## config.mk

```make
export PLATFORM = sky130hd
export DESIGN_NAME = mem_port_arbiter
export DESIGN_NICKNAME = d
export VERILOG_FILES = /design/src/rtl/mem_port_arbiter.sv
export SDC_FILE = /design/constraint.sdc
export NUM_CORES = 1
export LEC_CHECK = 0
export ABC_CLOCK_PERIOD_IN_PS = 3000
export BUFFER_PORTS_ARGS = -buffer_cell sky130_fd_sc_hd__buf_2
export CORE_MARGIN = 2
export CORE_UTILIZATION = 49
export CTS_BUF_LIST = sky130_fd_sc_hd__clkbuf_4
export DETAILED_ROUTE_END_ITERATION = 10
export PLACE_DENSITY = 0.82
export SYNTH_ARGS = -nofsm -noshare
export SYNTH_HDL_FRONTEND = slang
export SYNTH_SLANG_ARGS = --single-unit
```

## constraint.sdc

```tcl
create_clock -name clk -period 3 [get_ports clk]
set_input_delay 0.15 -clock clk [delete_from_list [all_inputs] [get_ports clk]]
set_output_delay 0.15 -clock clk [all_outputs]
set_load 0.05 [all_outputs]
```

## src/rtl/mem_port_arbiter.sv

```systemverilog
// mem_port_arbiter: sequences instruction-fetch and data accesses onto one
// synchronous single-port RAM.
//
// Ports:
//   clk, rst                 system clock, synchronous active-high reset
//   if_req/if_addr           fetch request (word, read-only), held until if_ack
//   if_ack/if_err/if_rdata   fetch completion pulse, misalignment flag, word
//   d_req/d_we/d_size/d_addr/d_wdata  data request (load/store, byte/half/word)
//   d_ack/d_err/d_rdata      data completion pulse, error flag, zero-extended load
//   ram_cs/we/oe/size/addr/wdata, ram_rdata  registered RAM interface
//   busy                     high whenever the FSM is not idle
//
// Optional build macro ROUND_ROBIN_EN: alternate the tie-break winner when
// both requesters are present; otherwise data always wins ties.
module mem_port_arbiter #(
  parameter int unsigned ADDR_WIDTH = 14,
  parameter int unsigned DATA_WIDTH = 32
) (
  input  logic                  clk,
  input  logic                  rst,
  input  logic                  if_req,
  input  logic [ADDR_WIDTH-1:0] if_addr,
  output logic                  if_ack,
  output logic                  if_err,
  output logic [DATA_WIDTH-1:0] if_rdata,
  input  logic                  d_req,
  input  logic                  d_we,
  input  logic [1:0]            d_size,
  input  logic [ADDR_WIDTH-1:0] d_addr,
  input  logic [DATA_WIDTH-1:0] d_wdata,
  output logic                  d_ack,
  output logic                  d_err,
  output logic [DATA_WIDTH-1:0] d_rdata,
  output logic                  ram_cs,
  output logic                  ram_we,
  output logic                  ram_oe,
  output logic [1:0]            ram_size,
  output logic [ADDR_WIDTH-1:0] ram_addr,
  output logic [DATA_WIDTH-1:0] ram_wdata,
  input  logic [DATA_WIDTH-1:0] ram_rdata,
  output logic                  busy
);

  typedef enum logic [1:0] {StIdle, StIssue, StCapture, StResp} state_e;

  state_e                  state_q, state_d;
  logic                    grant_data_q;  // owner of the transaction in flight
  logic                    pick_data;     // arbitration result while idle
  logic                    resp_data;     // which port the RESP entry addresses
  logic                    req_we;
  logic                    req_err;
  logic [1:0]              req_size;
  logic [ADDR_WIDTH-1:0]   req_addr;
  logic [DATA_WIDTH-1:0]   load_data;

`ifdef ROUND_ROBIN_EN
  // Tie-break pointer: names the requester that wins when both are present.
  // Starts on data and flips to the other port after every grant.
  logic prio_data_q;
  assign pick_data = d_req & (~if_req | prio_data_q);
`else
  assign pick_data = d_req;
`endif

  assign busy      = (state_q != StIdle);
  assign resp_data = (state_q == StIdle) ? pick_data : grant_data_q;

  // Selected request payload and its legality (fetch is always a word).
  always_comb begin
    req_size = 2'b11;
    req_addr = if_addr;
    req_we   = 1'b0;
    req_err  = 1'b0;
    if (pick_data) begin
      req_size = d_size;
      req_addr = d_addr;
      req_we   = d_we;
    end
    case (req_size)
      2'b01:   req_err = 1'b1;
      2'b10:   req_err = req_addr[0];
      2'b11:   req_err = |req_addr[1:0];
      default: req_err = 1'b0;
    endcase
  end

  // RAM returns LSB-aligned data; clear the bytes beyond the access size.
  always_comb begin
    load_data = '0;
    case (ram_size)
      2'b00:   load_data[7:0]  = ram_rdata[7:0];
      2'b10:   load_data[15:0] = ram_rdata[15:0];
      default: load_data       = ram_rdata;
    endcase
  end

  always_comb begin
    state_d = state_q;
    unique case (state_q)
      StIdle:    if (d_req || if_req) state_d = req_err ? StResp : StIssue;
      StIssue:   state_d = ram_we ? StResp : StCapture;
      StCapture: state_d = StResp;
      StResp:    state_d = StIdle;
      default:   state_d = StIdle;
    endcase
  end

  always_ff @(posedge clk) begin
    if (rst) begin
      state_q      <= StIdle;
      grant_data_q <= 1'b1;
`ifdef ROUND_ROBIN_EN
      prio_data_q  <= 1'b1;
`endif
      ram_cs       <= 1'b0;
      ram_we       <= 1'b0;
      ram_oe       <= 1'b0;
      ram_size     <= '0;
      ram_addr     <= '0;
      ram_wdata    <= '0;
      if_ack       <= 1'b0;
      if_err       <= 1'b0;
      if_rdata     <= '0;
      d_ack        <= 1'b0;
      d_err        <= 1'b0;
      d_rdata      <= '0;
    end else begin
      state_q <= state_d;

      // Controls are derived from the next state so they are registered yet
      // line up exactly with ISSUE/CAPTURE.
      ram_cs <= (state_d == StIssue) || (state_d == StCapture);
      ram_we <= (state_d == StIssue) && req_we;
      ram_oe <= ((state_d == StIssue) && !req_we) || (state_d == StCapture);

      if (state_q == StIdle && state_d != StIdle) begin
        grant_data_q <= pick_data;
`ifdef ROUND_ROBIN_EN
        prio_data_q  <= ~pick_data;
`endif
        ram_size     <= req_size;
        ram_addr     <= req_addr;
        ram_wdata    <= pick_data ? d_wdata : '0;
      end

      // Ack/err are one-cycle pulses on the granted port only.
      if_ack <= (state_d == StResp) && !resp_data;
      d_ack  <= (state_d == StResp) && resp_data;
      if_err <= (state_d == StResp) && !resp_data && (state_q == StIdle);
      d_err  <= (state_d == StResp) && resp_data && (state_q == StIdle);

      // Read data only changes on entry to RESP for loads/fetches and errors;
      // stores leave the previous value in place.
      if (state_d == StResp && state_q != StIssue) begin
        if (resp_data) begin
          d_rdata  <= (state_q == StCapture) ? load_data : '0;
        end else begin
          if_rdata <= (state_q == StCapture) ? load_data : '0;
        end
      end
    end
  end

endmodule
```

==> metrics <==
# Max-Cap Violations 0; Worst path slowest cell dfxtp_1; Post-Syn Instances 517; Mapped Area 4970 um^2; CP Class reg2reg; count leader, synth dfxtp_1; Die Wd 105 um; syn_nets 623; Worst Setup End Kind flip-flop; clk sinks 122; H-Tree Depth 4; startpoint types flip-flop; wire length after detailed routing between 15000 and 20000 um; first-pass GRT wire length 26100 um; synth cell count leaders dfxtp_1 (122), mux2i_1 (79), nand2b_1 (67); FMAX between 300 and 400 MHz; IO Count 219; buffer depth of the longest clock path 2; initial detailed-routing violation count between 200 and 300; arrival time at the worst endpoint 3.13 ns; Slew @ Worst Pin 0.752 ns; CP dominant cell by count ha_1; Port Buffers ~220; # setup viols final 0; Max IR drop VDD 0.595 mV; delay-heaviest family, CP compound AO/OA/AOI/OAI gates; CTS tree built; Die H 105 um; Final WS setup 0.285 ns; Area Growth Syn to Fin 48.4%; DR WL/cell 17.2 um; PD cells 818 nW/um^2; core area 9820 um^2; Setup TNS 0 ns; Power Total 6.04 mW; Period minus WS final ~2.7 ns; CP Cell Sequence inv_1 -> ha_1 -> o21ai_0 -> o221a_2 -> or2_2 -> ha_1 -> nor2b_4 -> buf_12 -> nor2_1 -> a211oi_1; Clock Skew 0.0276 ns; Slew Viols, Final 0; status finished, final reports clean; normalized max-slew margin 49.9%; CP bufs+invs 2; max incr delay on CP 0.35 ns; largest fanout on the critical path 65; CTS Buf Count 17; routed via count between 5000 and 6000; Starting Density 50.7%; period utilization 90.5%; largest net degree at the start of global routing 80; synthesized area per cell 9.62 um^2; GP Congestion 0.822; ANT cells 0; Total Nets Final 921; die area 11000 um^2; post-synthesis sequential area ratio 49.1%; Congestion Overflow GR 0; type of the worst min-delay path in2reg; initial antenna violation count 0; Ys Warns 0; DP Wirelength between 9000 and 10000 um; vias in the first global route 5300; Leak Pwr 3.71 nW; Remaining DRCs 0; DR vias/cell 5.27; row count 36; Req. time, crit path 3.41 ns; final hold viol count 0; EDFF count, synth 0; post-synth top area cell dfxtp_1; Post-DRT Antenna Nets 0; Synth Register Bits ~120; Synth area leaders dfxtp_1 (49%), mux2i_1 (16%), nand2b_1 (8.4%); clk root buf clkbuf_4; worst skew pair latency 0.52 ns; main flop type after synthesis dfxtp_1; top cell type's share of synthesized area 49.1%; clock slew at reported path FFs 0.12 ns; Total Routing Usage GR slightly below 30%; share of cells above drive strength 1 31.8%; unrepaired setup endpoints after global routing no; post-synth cell types 30; post-CTS setup buffer count 0; asr flop ratio synth 0%; DR pass1 iterations 5; dpl ws 0.252 ns
## logic make-up (layout without fill, tap and decap cells)
family          after synthesis  count (layout)  share of synthesized area (%)
simple gates                203             203                           21.3
flops                       122             122                           49.1
mux                          79              79                           15.9
compound gates               54              54                           6.61
buf+inv                      52             363                           5.38
fa+ha+maj                     7               7                           1.76
## worst paths after layout
path                                                 start                    endpoint  slack, ns  depth (start not counted)
worst max-delay path                 state_q[0]$_SDFF_PP0_    ram_addr[7]$_SDFFE_PP0P_       0.29                         10
worst min-delay path                                if_req       state_q[0]$_SDFF_PP0_       0.08                          4
worst max register to register       state_q[0]$_SDFF_PP0_    ram_addr[7]$_SDFFE_PP0P_       0.29                         10
worst min register to register  ram_wdata[27]$_SDFFE_PP0P_  ram_wdata[27]$_SDFFE_PP0P_       0.47                          2
## area by class of cell
type / count / area (um^2)
timing repair buffer: 324 / 2170
clock inverter: 15 / 175
multi-input combinational: 343 / 2270
inverter: 7 / 26.3
fill: 649 / 2430
clock buffer: 17 / 128
tap: 133 / 166
sequential: 122 / 2440
## tightest hold or removal path, stage by stage
cell and delay, ns:
buf_2 0.11, o31ai_1 0.09, buf_4 0.14, nor2_1 0.07
## layer usage
metal | global-route usage (%) | up-vias | share of wire, %
li1 | - | 2340 | -
met1 | 33.0 | 2355 | 38
met2 | 50.6 | 302 | 49
met3 | 9.05 | 67 | 8.2
met4 | 16.1 | 0 | 4.5
met5 | 0 | - | 0
## power breakdown
| group | switching, mW | total [mW] | internal [mW] |
|---|---|---|---|
| Clock | 0.654 | 1.23 | 0.576 |
| Combinational | 1.92 | 2.79 | 0.865 |
| Sequential | 0.151 | 2.02 | 1.87 |
| Total | 2.72 | 6.04 | 3.31 |
## sequential cells by signal, summed over array words and instances (netlist names)
| register | cells |
|---|---|
| d_rdata | 32 |
| ram_cs | 1 |
| ram_wdata | 32 |
| ram_oe | 1 |
| d_err | 1 |
| if_err | 1 |
| d_ack | 1 |
| if_ack | 1 |
| ram_addr | 14 |
| grant_data_q | 1 |
| if_rdata | 32 |
| state_q | 2 |
| ram_size | 2 |
| ram_we | 1 |
## timing repair
action | 4_1_cts | 5_1_grt
endpoints found under the setup margin | 0 | 3
endpoints found under the hold margin | 118 | 0
gates resized for setup | 0 | 1
hold buffers | 98 | 0
## placed cells by master, fill, tap and decap left out, drive strengths merged, types with 10 or more instances in the layout
cell	instances
clkbuf	17
nand2b	67
dlygate4sd3	98
buf	226
mux2i	79
nand3	40
nand3b	10
a21oi	33
nor2	22
dfxtp	122
nand2	52
a211oi	14
## metrics by stage
| stage | hold slack [ns] | cell area [um^2] | cells | utilization, % |
|---|---|---|---|---|
| after floorplan | 0.303 | 4970 | 517 | - |
| after global placement | 0.421 | 6100 | 831 | 62.1 |
| after detailed placement | 0.428 | 6100 | 831 | 62.1 |
| after CTS | 0.0332 | 7380 | 961 | 75.2 |
| after global routing | 0.0842 | 7380 | 961 | 75.2 |
| final | 0.0758 | 7380 | 961 | 75.2 |
(Power assumes the default switching activity.)
